===== config.mk =====
export PLATFORM = sky130hd
export DESIGN_NAME = avalon_burst_reader_flat
export DESIGN_NICKNAME = d
export VERILOG_FILES = /design/src/rtl/avalon_burst_reader_if.sv /design/src/rtl/avalon_burst_reader.sv /design/src/flat_wrapper.sv
export SDC_FILE = /design/constraint.sdc
export NUM_CORES = 1
export LEC_CHECK = 0
export BUFFER_PORTS_ARGS = -buffer_cell sky130_fd_sc_hd__buf_2
export CORE_MARGIN = 2
export CORE_UTILIZATION = 59
export DETAILED_ROUTE_END_ITERATION = 8
export HOLD_SLACK_MARGIN = 0.15
export PLACE_DENSITY_LB_ADDON = 0.1
export SLEW_MARGIN = 20
export SYNTH_ARGS = -nofsm -noshare
export SYNTH_HDL_FRONTEND = slang
export SYNTH_SLANG_ARGS = --single-unit

===== constraint.sdc =====
create_clock -name clk -period 5.4 [get_ports clk]
set_input_delay 0.27 -clock clk [delete_from_list [all_inputs] [get_ports clk]]
set_output_delay 0.27 -clock clk [all_outputs]
set_load 0.01 [all_outputs]

===== src/rtl/avalon_burst_reader_if.sv =====
// Bus bundle for avalon_burst_reader.
//   master modport : the reader side. Drives the Avalon read request and the output stream.
//   slave modport  : the memory/sink side. Drives the slave responses and out_ready.
// Signals:
//   m_address, m_read                          read request (master -> slave)
//   m_waitrequest, m_readdata, m_readdatavalid slave response (slave -> master)
//   out_data, out_valid                        output stream (master -> sink)
//   out_ready                                  output stream backpressure (sink -> master)
interface avalon_burst_reader_if #(
  parameter int unsigned ADDR_W = 32,
  parameter int unsigned DATA_W = 32
);
  logic [ADDR_W-1:0] m_address;
  logic              m_read;
  logic              m_waitrequest;
  logic [DATA_W-1:0] m_readdata;
  logic              m_readdatavalid;
  logic [DATA_W-1:0] out_data;
  logic              out_valid;
  logic              out_ready;

  modport master (
    output m_address, m_read, out_data, out_valid,
    input  m_waitrequest, m_readdata, m_readdatavalid, out_ready
  );

  modport slave (
    input  m_address, m_read, out_data, out_valid,
    output m_waitrequest, m_readdata, m_readdatavalid, out_ready
  );
endinterface


===== src/rtl/avalon_burst_reader.sv =====
// Avalon-MM pipelined burst reader. It fetches word_count consecutive 32-bit words starting
// at base_addr and streams them out in address order through a small FIFO. The FIFO slots
// are handed out as credits, so reads in flight plus words buffered never exceed FIFO_DEPTH.
// Ports:
//   clk, reset          clock and synchronous active-high reset
//   start               begin a transfer; only sampled in IDLE
//   base_addr           byte address of the first word; bits [1:0] are ignored
//   word_count          number of words to read (0 gives an immediate done)
//   busy                high while a transfer is in progress
//   done                one-cycle pulse after the last word has been delivered
//   bus (master)        Avalon read request/response and the out_* stream
module avalon_burst_reader #(
  parameter int unsigned ADDR_W     = 32,
  parameter int unsigned DATA_W     = 32,
  parameter int unsigned FIFO_DEPTH = 8
) (
  input  logic                   clk,
  input  logic                   reset,
  input  logic                   start,
  input  logic [ADDR_W-1:0]      base_addr,
  input  logic [15:0]            word_count,
  output logic                   busy,
  output logic                   done,
  avalon_burst_reader_if.master  bus
);
  localparam int unsigned PTR_W = $clog2(FIFO_DEPTH);
  localparam int unsigned CNT_W = PTR_W + 1;
  localparam int unsigned CRD_W = CNT_W + 1;

  typedef enum logic [1:0] {IDLE, ISSUE, DRAIN} state_t;

  state_t            state_q, state_d;
  logic [15:0]       count_q, issued_q, delivered_q;
  logic [ADDR_W-1:0] addr_q;
  logic              m_read_q, m_read_d, busy_d, done_d;
  logic [CNT_W-1:0]  pending_q, fifo_cnt_q;
  logic [PTR_W-1:0]  wr_ptr_q, rd_ptr_q;
  logic [DATA_W-1:0] fifo_mem [FIFO_DEPTH];

  logic              accept, push, pop, start_ok, last_issue, last_pop;
  logic [CRD_W-1:0]  credits_d;

  assign accept     = m_read_q && !bus.m_waitrequest;
  // A response with nothing in flight (e.g. from before a reset) is dropped.
  assign push       = bus.m_readdatavalid && (pending_q != '0);
  assign pop        = (fifo_cnt_q != '0) && bus.out_ready;
  assign start_ok   = (state_q == IDLE) && start;
  assign last_issue = accept && (issued_q == count_q - 16'd1);
  assign last_pop   = pop && (delivered_q == count_q - 16'd1);

  // Credits after this cycle; this cycle's pop frees its slot immediately.
  assign credits_d  = CRD_W'(pending_q) + CRD_W'(fifo_cnt_q) + CRD_W'(accept) - CRD_W'(pop);

  // State register.
  always_ff @(posedge clk) begin
    if (reset) state_q <= IDLE;
    else       state_q <= state_d;
  end

  // Next-state logic.
  always_comb begin
    state_d = state_q;
    unique case (state_q)
      IDLE:    if (start && (word_count != 16'd0)) state_d = ISSUE;
      ISSUE:   if (last_issue) state_d = DRAIN;
      DRAIN:   if (last_pop) state_d = IDLE;
      default: state_d = IDLE;
    endcase
  end

  // Next values of the registered outputs. A stalled request stays asserted because
  // credits cannot grow while it waits.
  always_comb begin
    m_read_d = 1'b0;
    busy_d   = (state_d != IDLE);
    done_d   = 1'b0;
    if (state_d == ISSUE) m_read_d = (credits_d < CRD_W'(FIFO_DEPTH));
    if (start_ok && (word_count == 16'd0)) done_d = 1'b1;
    if ((state_q == DRAIN) && last_pop) done_d = 1'b1;
  end

  // Output registers, counters and FIFO pointers.
  always_ff @(posedge clk) begin
    if (reset) begin
      m_read_q    <= 1'b0;
      busy        <= 1'b0;
      done        <= 1'b0;
      addr_q      <= '0;
      count_q     <= '0;
      issued_q    <= '0;
      delivered_q <= '0;
      pending_q   <= '0;
      fifo_cnt_q  <= '0;
      wr_ptr_q    <= '0;
      rd_ptr_q    <= '0;
    end else begin
      m_read_q <= m_read_d;
      busy     <= busy_d;
      done     <= done_d;
      if (start_ok) begin
        count_q     <= word_count;
        issued_q    <= '0;
        delivered_q <= '0;
        addr_q      <= base_addr & ~ADDR_W'(3);
      end else begin
        if (accept) begin
          issued_q <= issued_q + 16'd1;
          addr_q   <= addr_q + ADDR_W'(4);
        end
        if (pop) delivered_q <= delivered_q + 16'd1;
      end
      pending_q  <= pending_q + CNT_W'(accept) - CNT_W'(push);
      fifo_cnt_q <= fifo_cnt_q + CNT_W'(push) - CNT_W'(pop);
      if (push) wr_ptr_q <= wr_ptr_q + PTR_W'(1);
      if (pop)  rd_ptr_q <= rd_ptr_q + PTR_W'(1);
    end
  end

  // FIFO storage; contents need no reset since occupancy gates every read.
  always_ff @(posedge clk) begin
    if (push) fifo_mem[wr_ptr_q] <= bus.m_readdata;
  end

  assign bus.m_address = addr_q;
  assign bus.m_read    = m_read_q;
  assign bus.out_valid = (fifo_cnt_q != '0);
  assign bus.out_data  = fifo_mem[rd_ptr_q];
endmodule

===== src/flat_wrapper.sv =====
// flat-port wrapper written by rule: the top's interface ports become plain ports
module avalon_burst_reader_flat 
#(
  parameter int unsigned ADDR_W     = 32,
  parameter int unsigned DATA_W     = 32,
  parameter int unsigned FIFO_DEPTH = 8
)
  (clk, reset, start, base_addr, word_count, busy, done, bus_m_address, bus_m_read, bus_out_data, bus_out_valid, bus_m_waitrequest, bus_m_readdata, bus_m_readdatavalid, bus_out_ready);
  avalon_burst_reader_if #(.ADDR_W(ADDR_W), .DATA_W(DATA_W)) bus_i ();
  input  logic clk;
  input  logic reset;
  input  logic start;
  input  logic [ADDR_W-1:0] base_addr;
  input  logic [15:0] word_count;
  output logic busy;
  output logic done;
  output wire logic [$bits(bus_i.m_address)-1:0] bus_m_address;
  output wire logic [$bits(bus_i.m_read)-1:0] bus_m_read;
  output wire logic [$bits(bus_i.out_data)-1:0] bus_out_data;
  output wire logic [$bits(bus_i.out_valid)-1:0] bus_out_valid;
  input wire logic [$bits(bus_i.m_waitrequest)-1:0] bus_m_waitrequest;
  input wire logic [$bits(bus_i.m_readdata)-1:0] bus_m_readdata;
  input wire logic [$bits(bus_i.m_readdatavalid)-1:0] bus_m_readdatavalid;
  input wire logic [$bits(bus_i.out_ready)-1:0] bus_out_ready;
  assign bus_m_address = bus_i.m_address;
  assign bus_m_read = bus_i.m_read;
  assign bus_out_data = bus_i.out_data;
  assign bus_out_valid = bus_i.out_valid;
  assign bus_i.m_waitrequest = bus_m_waitrequest;
  assign bus_i.m_readdata = bus_m_readdata;
  assign bus_i.m_readdatavalid = bus_m_readdatavalid;
  assign bus_i.out_ready = bus_out_ready;
  avalon_burst_reader #(.ADDR_W(ADDR_W), .DATA_W(DATA_W), .FIFO_DEPTH(FIFO_DEPTH)) u_core (.clk(clk), .reset(reset), .start(start), .base_addr(base_addr), .word_count(word_count), .busy(busy), .done(done), .bus(bus_i));
endmodule

# ---- Yosys cells after proc, flatten, opt, wreduce, memory -nomap -nowiden
# Memory sizes are Yosys's and may differ from the RTL's. A register that Yosys moved wholly into a read port is not among the register bits.
# Index checks and enable logic that the tools add are counted.
dict set report word_totals {
  input_bits 86
  memories 1
  reg_bits 99
  out_inout_bits 68
  ramBits 256
  word_cells 65
}
dict set report op_classes {
  add_sub_neg 13
  bitwise 1
  order_cmp 1
  muxes 12
  n_reduce_logical 19
  eq_ne 5
}
# memory words width rd rd_clocked_by_memory_dff write_ports line_no
set mem_list {}
lappend mem_list {u_core.fifo_mem 8 32 1 1 1 avalon_burst_reader.sv:38} ;# logic [DATA_W-1:0] fifo_mem [FIFO_DEPTH];
# cell n
set ops {}
lappend ops {{$mux 32} 2}
lappend ops {{$add 16x1->16 const B} 2}
lappend ops {{$add 32x3->32 const B} 1}
lappend ops {{$eq 16x16->1} 2}
lappend ops {{$logic_not 16->1} 1}
lappend ops {{$reduce_bool 16->1} 1}
lappend ops {{$sub 16x1->16 const B} 1}
lappend ops {{$logic_and 1x1->1} 9}
lappend ops {{$add 4x1->4} 2}
lappend ops {{$reduce_bool 4->1} 2}
lappend ops {{$sub 4x1->4} 2}
lappend ops {{$add 3x1->3 const B} 2}
lappend ops {{$mux 2} 3}
lappend ops {{$mux 3} 2}
lappend ops {{$pmux 2 s3} 1}
lappend ops {{$add 4x4->5} 1}
lappend ops {{$add 5x1->5} 1}
lappend ops {{$lt 5x4->1 const B} 1}
lappend ops {{$sub 5x1->5} 1}
lappend ops {{$eq 2x1->1 const B} 2}
lappend ops {{$mux 1} 4}
lappend ops {{$reduce_bool 2->1} 2}
lappend ops {{$reduce_or 2->1} 2}
lappend ops {{$eq 2x2->1 const B} 1}
lappend ops {{other kinds (3)} 3}

# ---- Logic depth before layout (Yosys ltp)
# Gate-level depths: netlist of run 1.
dict set report depth {
  word_depth 8
  ltp_mapped 14
  ltp_nobuf 13
}

# ---- Least setup slack after synthesis of run 1
# OpenSTA, ideal clock, no wires.
dict set report synth_path {
  kind {register to register}
  start {register u_core.pending_q[2]}
  end {memory u_core.fifo_mem[0][0], enable pin}
  path_buffers 0
  setup_ps 461
  path_slack_ps 1576
  t_arrival_ps 3363
  required_time_ps 4939
  synth_period_minus_slack_ps 3824
  stages_incl_launch_ff 6
  cell_sequence {dfxtp_1 > inv_1 > ha_1 > a31oi_1 > nand2b_1 > nor3_1}
}
dict set report synth_via {
  elab_chain_len 4
}
# element line_no
set synth_lines {}
lappend synth_lines {{start, declared} avalon_burst_reader.sv:36} ;# logic [CNT_W-1:0] pending_q, fifo_cnt_q;
lappend synth_lines {{start signal, assigned} avalon_burst_reader.sv:112} ;# pending_q <= pending_q + CNT_W'(accept) - CNT_W'(push);
lappend synth_lines {{$reduce_bool 4->1} avalon_burst_reader.sv:45} ;# assign push = bus.m_readdatavalid && (pending_q != '0);
lappend synth_lines {{$logic_and 1x1->1} avalon_burst_reader.sv:45}
lappend synth_lines {{net u_core.push} avalon_burst_reader.sv:40} ;# logic accept, push, pop, start_ok, last_issue, last_pop;
lappend synth_lines {{$mux 1} avalon_burst_reader.sv:121} ;# if (push) fifo_mem[wr_ptr_q] <= bus.m_readdata;
lappend synth_lines {{$mux 1 (implied by the code)} avalon_burst_reader.sv:121}
lappend synth_lines {{end, declared} avalon_burst_reader.sv:38}
# The timed path passes the listed nets, and every way through them passes these cells.

# ---- Final worst setup path of run 1
dict set report layout_path {
  start {register u_core.count_q[0]}
  end {register u_core.state_q[1]}
}
dict set report layout_via {
  elab_chain_len 5
  elab_cells_between_ends 8
  classes_between {1 x add/sub; 2 x eq/ne; 3 x mux; 2 x reduce/logical}
}
# element line_no
set layout_lines {}
lappend layout_lines {{start, declared} avalon_burst_reader.sv:33} ;# logic [15:0] count_q, issued_q, delivered_q;
lappend layout_lines {{start signal, assigned} avalon_burst_reader.sv:101} ;# count_q <= word_count;
lappend layout_lines {{$sub 16x1->16 (*)} {avalon_burst_reader.sv:48, avalon_burst_reader.sv:49}}
lappend layout_lines {{$eq 16x16->1 (on tied branches)} {avalon_burst_reader.sv:49, avalon_burst_reader.sv:48}}
lappend layout_lines {{$logic_and 1x1->1 (on tied branches)} {avalon_burst_reader.sv:49, avalon_burst_reader.sv:48}}
lappend layout_lines {{$mux 2 (on tied branches)} {avalon_burst_reader.sv:66, avalon_burst_reader.sv:65}}
lappend layout_lines {{$pmux 2 s3 (*)} avalon_burst_reader.sv:63} ;# unique case (state_q)
lappend layout_lines {{end signal, assigned} avalon_burst_reader.sv:57} ;# else state_q <= state_d;
lappend layout_lines {{end, declared} avalon_burst_reader.sv:32} ;# state_t state_q, state_d;
# Mark *: on every way between the ends. The rest lies on a longest branch, timed or not.
# A chain may end at the register's enable or synchronous reset.

==> out/qor.yml, run 1 <==
yosys:
  ys_types: 66
  synth_edf_count: 256
  synth_area_leaders: "edfxtp_1, dfxtp_1, mux4_2"
  avgSynthCellArea_um2: 14.1
  syn_inst: 1086
  synth.most_common_cell: "edfxtp_1"
  synth_seq_cells: 356
  synthFlopType: "edfxtp_1"
  synth-seq-area-share_pct: 63.1
  synthArstFlopShare_pct: 0
  synth_top_area_cell: "edfxtp_1"
  yosys_warnings: 0
  synth_top_area_share_pct: 50.1
  synthTopCellsByCount: "edfxtp_1, dfxtp_1, nor2_1"
  syn-cell-area_mm2: 0.0153
power_and_ir_drop:
  total_power_mw: 7.47
  peakVddDrop_mv: 0.337
  power_leakage_nw: 6.43
  powerDensity_mw_per_mm2: 406
clocking:
  postCtsSetupBuffers: 0
  cts_made_buffers: 37
  cts_root_buf: "clkbuf_16"
  cts_tree: "done"
  path_clk_slew_ns: 0.06
  h-tree-depth: 2
  clkSinkCount: 356
  clockBufferDepth: 3
  clk_latency_ns: 0.51
layout:
  drive_above_1_share_pct: 25.7
  fin_util_pct: 71.5
  final_nets: 1414
  area_growth_pct: 20.0
  antenna_cells: 0
placement:
  globalplace.congestion: 0.902
  dp_hpwl_mm: 18.4
  port-buffer-count: 149
critical_path:
  startpoint: "u_core.count_q[0]$_SDFFE_PP0P_"
  critical_path_class: "flip-flop to flip-flop"
  critPathCaptureType: "flip-flop"
  reg2reg_to: "u_core.state_q[1]$_SDFF_PP0_"
  path_cells: "inv_1, ha_1, or4b_2, nor3_1, nor3b_1, a2111oi_0, nand4_1, or2_1, a21oi_2"
  worst-path-max-fanout: 8
  cp_data_required_time_ns: 5.83
  critPathArrivalTime_ns: 3.77
  endpoint: "u_core.state_q[1]$_SDFF_PP0_"
  crit_path_top_delay_cell: "or4b_2"
  worstRegToRegCells: 9
  reg2reg_setup_slack_ns: 2.07
  critPathLaunchType: "flip-flop"
  cp_slowest_stage_delay_ns: 0.70
  regToRegStartpoint: "u_core.count_q[0]$_SDFFE_PP0P_"
route:
  vias: 9477
  postRouteAntennaNets: 0
  initialDrtViolationCount: 772
  drt-total-wl_mm: 31.6
  wl_per_cell_um: 19.0
  viasPerCell: 5.69
  drt-pass1-iter-count: 5
  drc: 0
timing:
  drv_slew: 0
  setup_viol: 0
  min_period_ns: 3.33
  fin_crit_sh_pct: 61.8
  slew_headroom_pct: 32.5
  timing.fmax_ghz: 0.300
  fin_setup_tns_ns: 0
  hold_viol: 0
  worstMarginPinSlew_ns: 1.01
  rsz0062_at_grt: "false"
  skew_ns: 0.0132
floorplanning:
  start_util_pct: 59.6
  die_w_um: 165
  rows: 59
  core_mm2: 0.0258
  dieArea_mm2: 0.0273
  io_pins: 154
  die_h_um: 165
global_routing:
  busiest_layer: "met2"
  grt_pass1_vias: 9492
  grt_overflow_total: 0
  grt.total_usage_pct: 23.3
  antenna_found_initial: 0
  grtUsageMet2_pct: 40.4
  use_met1_pct: 30.6
  grt_use_met3_pct: 4.27
  grt_pass1_wl_mm: 49.3
  grt_max_degree: 68
worst_hold_path:
  hold_class: "input pin to flip-flop"
status:
  status: "completed"
run:
  drv_cap: 0
## final cells by class
type	count	area [um2]
clock buffers	41	941
clock inverters	25	267
fillers	1729	7350
inverters	28	105
multi-input cells	637	5340
flip-flops and latches	356	9700
well taps	335	419
repair buffers	243	1650
## worst max-delay path, delay by kind of cell, from the launching register on
kind	cells	cell delay, ns
adder cells (fa/ha/maj)	1	0.33
flip-flops	1	0.41
buffers and inverters	1	0.09
AO/OA/AOI/OAI	2	0.69
AND/OR/NAND/NOR	5	1.73
## cell usage in the layout (no fill, tap or decap), types with 32 or more instances in the layout
cell	instances
buf_2	149
mux2_2	32
clkbuf_16	37
nand2_1	68
dfxtp_1	97
a21oi_1	32
xnor2_1	41
dlygate4sd3_1	78
xor2_1	52
edfxtp_1	256
nor2_1	94
mux4_2	64
## worst min path at each step
stage                                                        to                             startpoint  cells after the start
final                                    u_core.done$_SDFF_PP0_                                  start                      4
after global routing                     u_core.done$_SDFF_PP0_                                  start                      4
after floorplan                 u_core.fifo_mem[0][0]$_DFFE_PP_                      bus_m_readdata[0]                      0
after global placement    u_core.bus.m_address[31]$_SDFFE_PP0P_  u_core.bus.m_address[31]$_SDFFE_PP0P_                      2
after detailed placement        u_core.wr_ptr_q[0]$_SDFFE_PP0P_        u_core.wr_ptr_q[0]$_SDFFE_PP0P_                      2
after CTS                                u_core.done$_SDFF_PP0_                                  start                      4
## cells by family after synthesis
| group | after synthesis | share of synthesized area [%] |
|---|---|---|
| adder cells (fa/ha/maj) | 25 | 2.14 |
| other | 1 | 0.0244 |
| AO/OA/AOI/OAI | 112 | 5.05 |
| buffers and inverters | 94 | 2.48 |
| flip-flops | 356 | 63.1 |
| XOR/XNOR | 94 | 5.45 |
| multiplexers | 101 | 12.1 |
| AND/OR/NAND/NOR | 303 | 9.65 |
## sequential cells by signal (all words and copies together) (netlist names), 2 cells and up, named ones only
| name | count |
|---|---|
| u_core.fifo_cnt_q | 4 |
| u_core.bus.m_address | 30 |
| u_core.state_q | 2 |
| u_core.issued_q | 16 |
| u_core.wr_ptr_q | 3 |
| u_core.count_q | 16 |
| u_core.pending_q | 4 |
| u_core.rd_ptr_q | 3 |
| u_core.fifo_mem | 256 |
| u_core.delivered_q | 16 |
## where the power goes
part | internal, mW | switching, mW | total, mW
Sequential | 3.14 | 0.190 | 3.33
Clock | 1.50 | 1.01 | 2.52
Combinational | 0.850 | 0.774 | 1.62
## per-stage QoR
step                setup slack [ns]  hold WS, ns  cell area (um2)  instances
floorplan                       1.58        0.369            15300       1087
global placement                2.16        0.492            16400       1521
detailed placement              2.06        0.511            16400       1521
CTS                             2.03        0.201            18400       1665
global route                    1.84        0.231            18400       1665
finish                          2.07        0.208            18400       1665
## metal layers
| metal | vias to the layer above | wire length (um) |
|---|---|---|
| met3 | 52 | 1710 |
| met4 | 0 | 599 |
| li1 | 4534 | - |
| met2 | 253 | 15900 |
| met5 | - | 0 |
| met1 | 4638 | 13400 |
## what timing repair did
action	in CTS	in global routing
gates resized for setup	0	0
hold buffers	78	0
hold endpoints to repair	302	0
No activity file was read; power rests on OpenSTA's default activity.
==> inputs of run 2 (changes only) <==
==> constraint.sdc (replaced) <==
create_clock -name clk -period 3.4 [get_ports clk]
set_input_delay 0.17 -clock clk [delete_from_list [all_inputs] [get_ports clk]]
set_output_delay 0.17 -clock clk [all_outputs]
set_load 0.01 [all_outputs]
==> run 2 against run 1 <==
  * Core utilization is 0.63 points higher
  * Sequential power is 56% higher
  * Fmax is 4.9% higher
  * Largest power group unchanged
  * Worst setup slack lost 1.8 ns
  * Non-clock buffer count increased by 11
  * Die area did not move
  * First-iteration DRC count shrank 18%
  * Power rose by 59%
  * Final cell count grew 0.78%
  * Wire length is 0.65% higher
==> out/qor.yml, run 2 (same netlist as run 1, synthesis figures left out) <==
clocking:
  clk_latency_ns: 0.53  # +0.02 ns
  postCtsSetupBuffers: 0  # unchanged
  cts_made_buffers: 37  # unchanged
  cts-resized-gates: 0  # unchanged
  cts.hold.buffers_added: 79  # +1.3%
  clkSinkCount: 356  # unchanged
  path_clk_slew_ns: 0.06  # about the same
  cts_root_buf: "clkbuf_16"
  cts_tree: "done"
  clockBufferDepth: 3  # unchanged
  h-tree-depth: 2  # unchanged
critical_path:
  path_cells: "inv_1, ha_1, or4b_2, nor3_1, nor3b_1, a2111oi_0, nand4_1, or2_1, a21oi_2"
  worstRegToRegCells: 9  # unchanged
  cp_num_buf_inv: 1  # unchanged
  critPathLaunchType: "flip-flop"
  crit_path_top_delay_cell: "or4b_2"
  startpoint: "u_core.count_q[1]$_SDFFE_PP0P_"
  reg2reg_setup_slack_ns: 0.22  # -1.84 ns
  critPathArrivalTime_ns: 3.63  # -0.14 ns
  reg2reg_to: "u_core.state_q[1]$_SDFF_PP0_"
  cp_slowest_stage_delay_ns: 0.69  # about the same
  cp_data_required_time_ns: 3.85  # -1.98 ns
  path_depth: 9  # unchanged
  endpoint: "u_core.state_q[1]$_SDFF_PP0_"
  cp_top_family: "simple AND/OR/NAND/NOR gates"
  critPathCaptureType: "flip-flop"
  critical_path_class: "flip-flop to flip-flop"
  worst-path-max-fanout: 8  # unchanged
  regToRegStartpoint: "u_core.count_q[1]$_SDFFE_PP0P_"
layout:
  largest_reg_flops: 256  # unchanged
  fillers: 1663  # -3.8%
  final_area_mm2: 0.0186  # +0.88%
  drive_above_1_share_pct: 26.5  # +0.74 points
  layout_common_cells: "edfxtp_1, buf_2, dfxtp_1"
  top_register: "u_core.fifo_mem"
  area_growth_pct: 21.0
  area.sequential_mm2: 0.00970  # unchanged
  final_nets: 1425  # +0.78%
  multi_input_area_mm2: 0.00535  # +0.23%
  final_common_cell: "edfxtp_1"
global_routing:
  antenna_found_initial: 2  # +2
  grt_max_degree: 67  # -1.5%
  grt.total_usage_pct: 23.7  # +0.34 points
  grt_pass1_vias: 9430  # -0.65%
  grt_overflow_total: 0  # unchanged
  grt_pass1_wl_mm: 49.9  # +1.1%
timing:
  timing.fmax_ghz: 0.315  # +4.9%
  skew_ns: 0.0181  # +0.00488 ns
  fin_crit_sh_pct: 93.5  # +32 points
  whs_ns: 0.184  # -0.0240 ns
  fin_setup_tns_ns: 0  # unchanged
  setup_viol: 0  # unchanged
  hold_viol: 0  # unchanged
  min_period_ns: 3.18  # -0.157 ns
  slew_headroom_pct: 28.7  # -3.8 points
  rsz0062_at_grt: "false"
  worstMarginPinSlew_ns: 1.07  # +0.0574 ns
  drv_slew: 0  # unchanged
floorplanning:
  start_util_pct: 59.6  # unchanged
  dieArea_mm2: 0.0273  # unchanged
  rows: 59  # unchanged
  core_mm2: 0.0258  # unchanged
  io_pins: 154  # unchanged
  die_w_um: 165  # unchanged
  die_h_um: 165  # unchanged
route:
  wl_met2_mm: 16.1  # +1.1%
  drt-pass1-iter-count: 5  # unchanged
  wl_per_cell_um: 19.0  # -0.13%
  vias: 9545  # +0.72%
  viasPerCell: 5.69  # about the same
  postRouteAntennaNets: 0  # unchanged
  maxUsedRoutingLayer: "met4"
  initialDrtViolationCount: 630  # -18%
  dr_wl_met3_mm: 1.73  # +0.93%
  met1_length_mm: 13.4  # -0.34%
  drc: 0  # unchanged
  drt-total-wl_mm: 31.8  # +0.65%
placement:
  globalplace.congestion: 0.883  # -2.1%
  placed_area_mm2: 0.0166  # +0.99%
  port-buffer-count: 149  # unchanged
  dp_hpwl_mm: 19.0  # +3.3%
worst_hold_path:
  hold_class: "input pin to flip-flop"
  hold_depth: 5  # +1
  hold_start: "bus_m_waitrequest"
power_and_ir_drop:
  power_leakage_nw: 6.51  # +1.2%
  powerDensity_mw_per_mm2: 640  # +58%
  peakVddDrop_mv: 0.472  # +40%
status:
  status: "completed"
run:
  drv_cap: 0  # unchanged
## run 2: area by class of cell
cell class / count / area share [%]
diodes: 1 / 0.0135
clock buffers: 44 / 5.24
clock inverters: 23 / 1.19
inverters: 28 / 0.566
multi-input cells: 637 / 28.8
flip-flops and latches: 356 / 52.2
well taps: 335 / 2.26
repair buffers: 254 / 9.73
## run 2: power by group
part	switching [mW]	internal (mW)	total, mW
logic	1.33	1.41	2.74
registers	0.217	4.98	5.20
clock network	1.65	2.30	3.94
total	3.19	8.69	11.9
## run 2: worst reg2reg max path, cell delays in order (launching register included)
cell and delay [ns]:
dfxtp_1 0.36, inv_1 0.08, ha_1 0.30, or4b_2 0.69, nor3_1 0.33, nor3b_1 0.08
a2111oi_0 0.59, nand4_1 0.28, or2_1 0.29, a21oi_2 0.13
## run 2: metal layers
layer  vias to the layer above  global-route usage (%)
li1                       4557                       -
met1                      4686                    31.2
met2                       254                    40.7
met3                        48                    4.25
met4                         0                    6.40
met5                         -                       0
## run 2: how the worst min path moves through the flow
stage	to	slack, ns
final	u_core.issued_q[0]$_SDFFE_PP0P_	0.18
after global routing	u_core.issued_q[0]$_SDFFE_PP0P_	0.21
after CTS	u_core.issued_q[0]$_SDFFE_PP0P_	0.16
after detailed placement	u_core.count_q[4]$_SDFFE_PP0P_	0.43
after global placement	u_core.count_q[4]$_SDFFE_PP0P_	0.43
after floorplan	u_core.fifo_mem[0][0]$_DFFE_PP_	0.27
## run 2: through the flow
| step | total power, mW | instances | utilization, % | setup WS, ns |
|---|---|---|---|---|
| after global routing | 12.5 | 1678 | 72.1 | 0.0328 |
| after global placement | 7.93 | 1531 | 64.4 | 0.306 |
| after CTS | 12.0 | 1677 | 72.1 | 0.222 |
| after floorplan | 7.14 | 1087 | - | 0.429 |
| final | 11.9 | 1678 | 72.1 | 0.223 |
| after detailed placement | 7.99 | 1531 | 64.4 | 0.250 |
==> inputs of run 3 (changes only) <==
--- a/config.mk
+++ b/config.mk
@@ -10,7 +10,8 @@
 export CORE_UTILIZATION = 59
 export DETAILED_ROUTE_END_ITERATION = 8
 export HOLD_SLACK_MARGIN = 0.15
-export PLACE_DENSITY_LB_ADDON = 0.1
+export MAX_ROUTING_LAYER = met4
+export PLACE_DENSITY = 0.79
 export SLEW_MARGIN = 20
 export SYNTH_ARGS = -nofsm -noshare
 export SYNTH_HDL_FRONTEND = slang
==> constraint.sdc (replaced) <==
create_clock -name clk -period 3.6 [get_ports clk]
set_input_delay 0.18 -clock clk [delete_from_list [all_inputs] [get_ports clk]]
set_output_delay 0.18 -clock clk [all_outputs]
set_load 0.01 [all_outputs]
==> run 3 against run 2 <==
  * Fmax grew 1.2%
  * Sequential share of layout area grew 0.51 points
  * Core utilization shrank 0.70 points
  * Non-clock buffer count shrank 8
  * Global-route usage grew 2.0 points
  * First-iteration DRC count grew 42%
  * Register-to-register slack gained 0.24 ns
  * Highest routed layer unchanged
  * Wire length grew 6.7%
  * Die area is the same
  * Sequential power shrank 5.0%
  * Critical endpoint unchanged
==> out/qor.yml, run 3 (same netlist as run 1, synthesis figures left out) <==
critical_path:
  reg2reg_setup_slack_ns: 0.46  # +0.24 ns
  startpoint: "u_core.count_q[0]$_SDFFE_PP0P_"
  critPathArrivalTime_ns: 3.59  # -0.04 ns
  reg2reg_to: "u_core.state_q[1]$_SDFF_PP0_"
  critical_path_class: "flip-flop to flip-flop"
  cp_data_required_time_ns: 4.05  # +0.20 ns
  critPathCaptureType: "flip-flop"
  regToRegStartpoint: "u_core.count_q[0]$_SDFFE_PP0P_"
  worstRegToRegCells: 9  # unchanged
  critPathLaunchType: "flip-flop"
  worst-path-max-fanout: 8  # unchanged
route:
  drc: 0  # unchanged
  wl_per_cell_um: 20.3  # +7.2%
  initialDrtViolationCount: 892  # +42%
  viasPerCell: 5.86  # +3.0%
  drt-pass1-iter-count: 5  # unchanged
  postRouteAntennaNets: 0  # unchanged
  drt-total-wl_mm: 34.0  # +6.7%
  vias: 9783  # +2.5%
timing:
  drv_slew: 0  # unchanged
  timing.fmax_ghz: 0.319  # +1.2%
  setup_viol: 0  # unchanged
  hold_viol: 0  # unchanged
  worstMarginPinSlew_ns: 0.976  # -0.0939 ns
  min_period_ns: 3.14  # -0.0389 ns
  fin_crit_sh_pct: 87.2  # -6.3 points
  rsz0062_at_grt: "false"
  slew_headroom_pct: 34.9  # +6.3 points
  skew_ns: 0.0243  # +0.00616 ns
  fin_setup_tns_ns: 0  # unchanged
clocking:
  path_clk_slew_ns: 0.06  # about the same
  postCtsSetupBuffers: 0  # unchanged
  cts.hold.buffers_added: 79  # unchanged
  h-tree-depth: 2  # unchanged
  clkSinkCount: 356  # unchanged
  cts_made_buffers: 36  # -2.7%
  cts_tree: "done"
  cts_root_buf: "clkbuf_16"
  cts-resized-gates: 0  # unchanged
  clockBufferDepth: 3  # unchanged
  clk_latency_ns: 0.54  # about the same
layout:
  fin_util_pct: 71.4  # -0.70 points
  final_common_cell: "edfxtp_1"
  drive_above_1_share_pct: 25.4  # -1.1 points
  final_nets: 1416  # -0.63%
  fin_cells: 1670  # -0.48%
  layout_common_cells: "edfxtp_1, buf_2, dfxtp_1"
  area_growth_pct: 19.9
  top_register: "u_core.fifo_mem"
  final_area_mm2: 0.0184  # -0.98%
  largest_reg_flops: 256  # unchanged
floorplanning:
  core_mm2: 0.0258  # unchanged
  die_h_um: 165  # unchanged
  dieArea_mm2: 0.0273  # unchanged
  io_pins: 154  # unchanged
  die_w_um: 165  # unchanged
  rows: 59  # unchanged
  start_util_pct: 59.6  # unchanged
worst_hold_path:
  hold_depth: 5  # unchanged
  hold_start: "bus_m_waitrequest"
  holdPathEnd: "u_core.issued_q[1]$_SDFFE_PP0P_"
  hold_class: "input pin to flip-flop"
global_routing:
  grt_overflow_total: 0  # unchanged
  grt_max_degree: 67  # unchanged
  grt.total_usage_pct: 25.6  # +2.0 points
  antenna_found_initial: 2  # unchanged
  grt_pass1_vias: 9835  # +4.3%
  grt_pass1_wl_mm: 51.9  # +4.2%
run:
  drv_cap: 0  # unchanged
power_and_ir_drop:
  powerDensity_mw_per_mm2: 606  # -5.3%
  power_leakage_nw: 6.41  # -1.5%
  peakVddDrop_mv: 0.525  # +11%
placement:
  port-buffer-count: 149  # unchanged
  globalplace.congestion: 0.897  # +1.6%
  dp_cells: 1523  # -0.52%
  dp_hpwl_mm: 18.8  # -0.90%
  placed_area_mm2: 0.0165  # -0.74%
status:
  status: "completed"
[run 3: cell types whose count changed in the layout (fill, tap and decap cells not counted), sizes merged]
cell	change
buf	-8
bufinv	-1
clkbuf	+8
clkinv	-8
clkinvlp	-1
diode	+1
inv	+1
[run 3: per-layer routing]
metal	up-vias	wire length, um	GRT usage [%]
met4	0	840	7.67
met3	68	2490	4.92
met1	4745	14200	33.0
met2	435	16500	41.9
li1	4535	-	-
met5	-	0	-
[run 3: critical path, stage by stage (launching register included)]
cell	delay, ns
dfxtp_1	0.41
inv_1	0.10
ha_1	0.32
or4b_2	0.69
nor3_1	0.32
nor3b_1	0.08
a2111oi_0	0.46
nand4_1	0.26
or2_1	0.29
a21oi_2	0.12
[run 3: metrics by stage]
stage / hold slack (ns) / power (mW) / setup slack (ns)
floorplan: 0.279 / 6.74 / 0.629
global placement: 0.442 / 7.44 / 0.569
detailed placement: 0.444 / 7.51 / 0.465
CTS: 0.186 / 11.2 / 0.448
global route: 0.232 / 11.7 / 0.244
finish: 0.203 / 11.1 / 0.461
[run 3: power breakdown]
group	switching (mW)	leakage, nW	total, mW	internal, mW
logic	1.27	2.73	2.57	1.30
registers	0.233	3.14	4.94	4.71
clock network	1.56	0.549	3.62	2.07
[run 3: worst max-delay path by stage]
stage               slack, ns                              end
finish                   0.46     u_core.state_q[1]$_SDFF_PP0_
floorplan                0.63  u_core.fifo_mem[6][0]$_DFFE_PP_
detailed placement       0.47     u_core.state_q[1]$_SDFF_PP0_
global placement         0.57     u_core.state_q[1]$_SDFF_PP0_
global route             0.24     u_core.state_q[1]$_SDFF_PP0_
CTS                      0.45     u_core.state_q[1]$_SDFF_PP0_
[run 3: area by class of cell]
class	count	area [um2]
clock inverter	14	153
clock buffer	52	981
multi-input combinational	637	5350
inverter	28	105
tap	335	419
timing repair buffer	246	1680
sequential	356	9700
fill	1568	7370
antenna	2	5.00
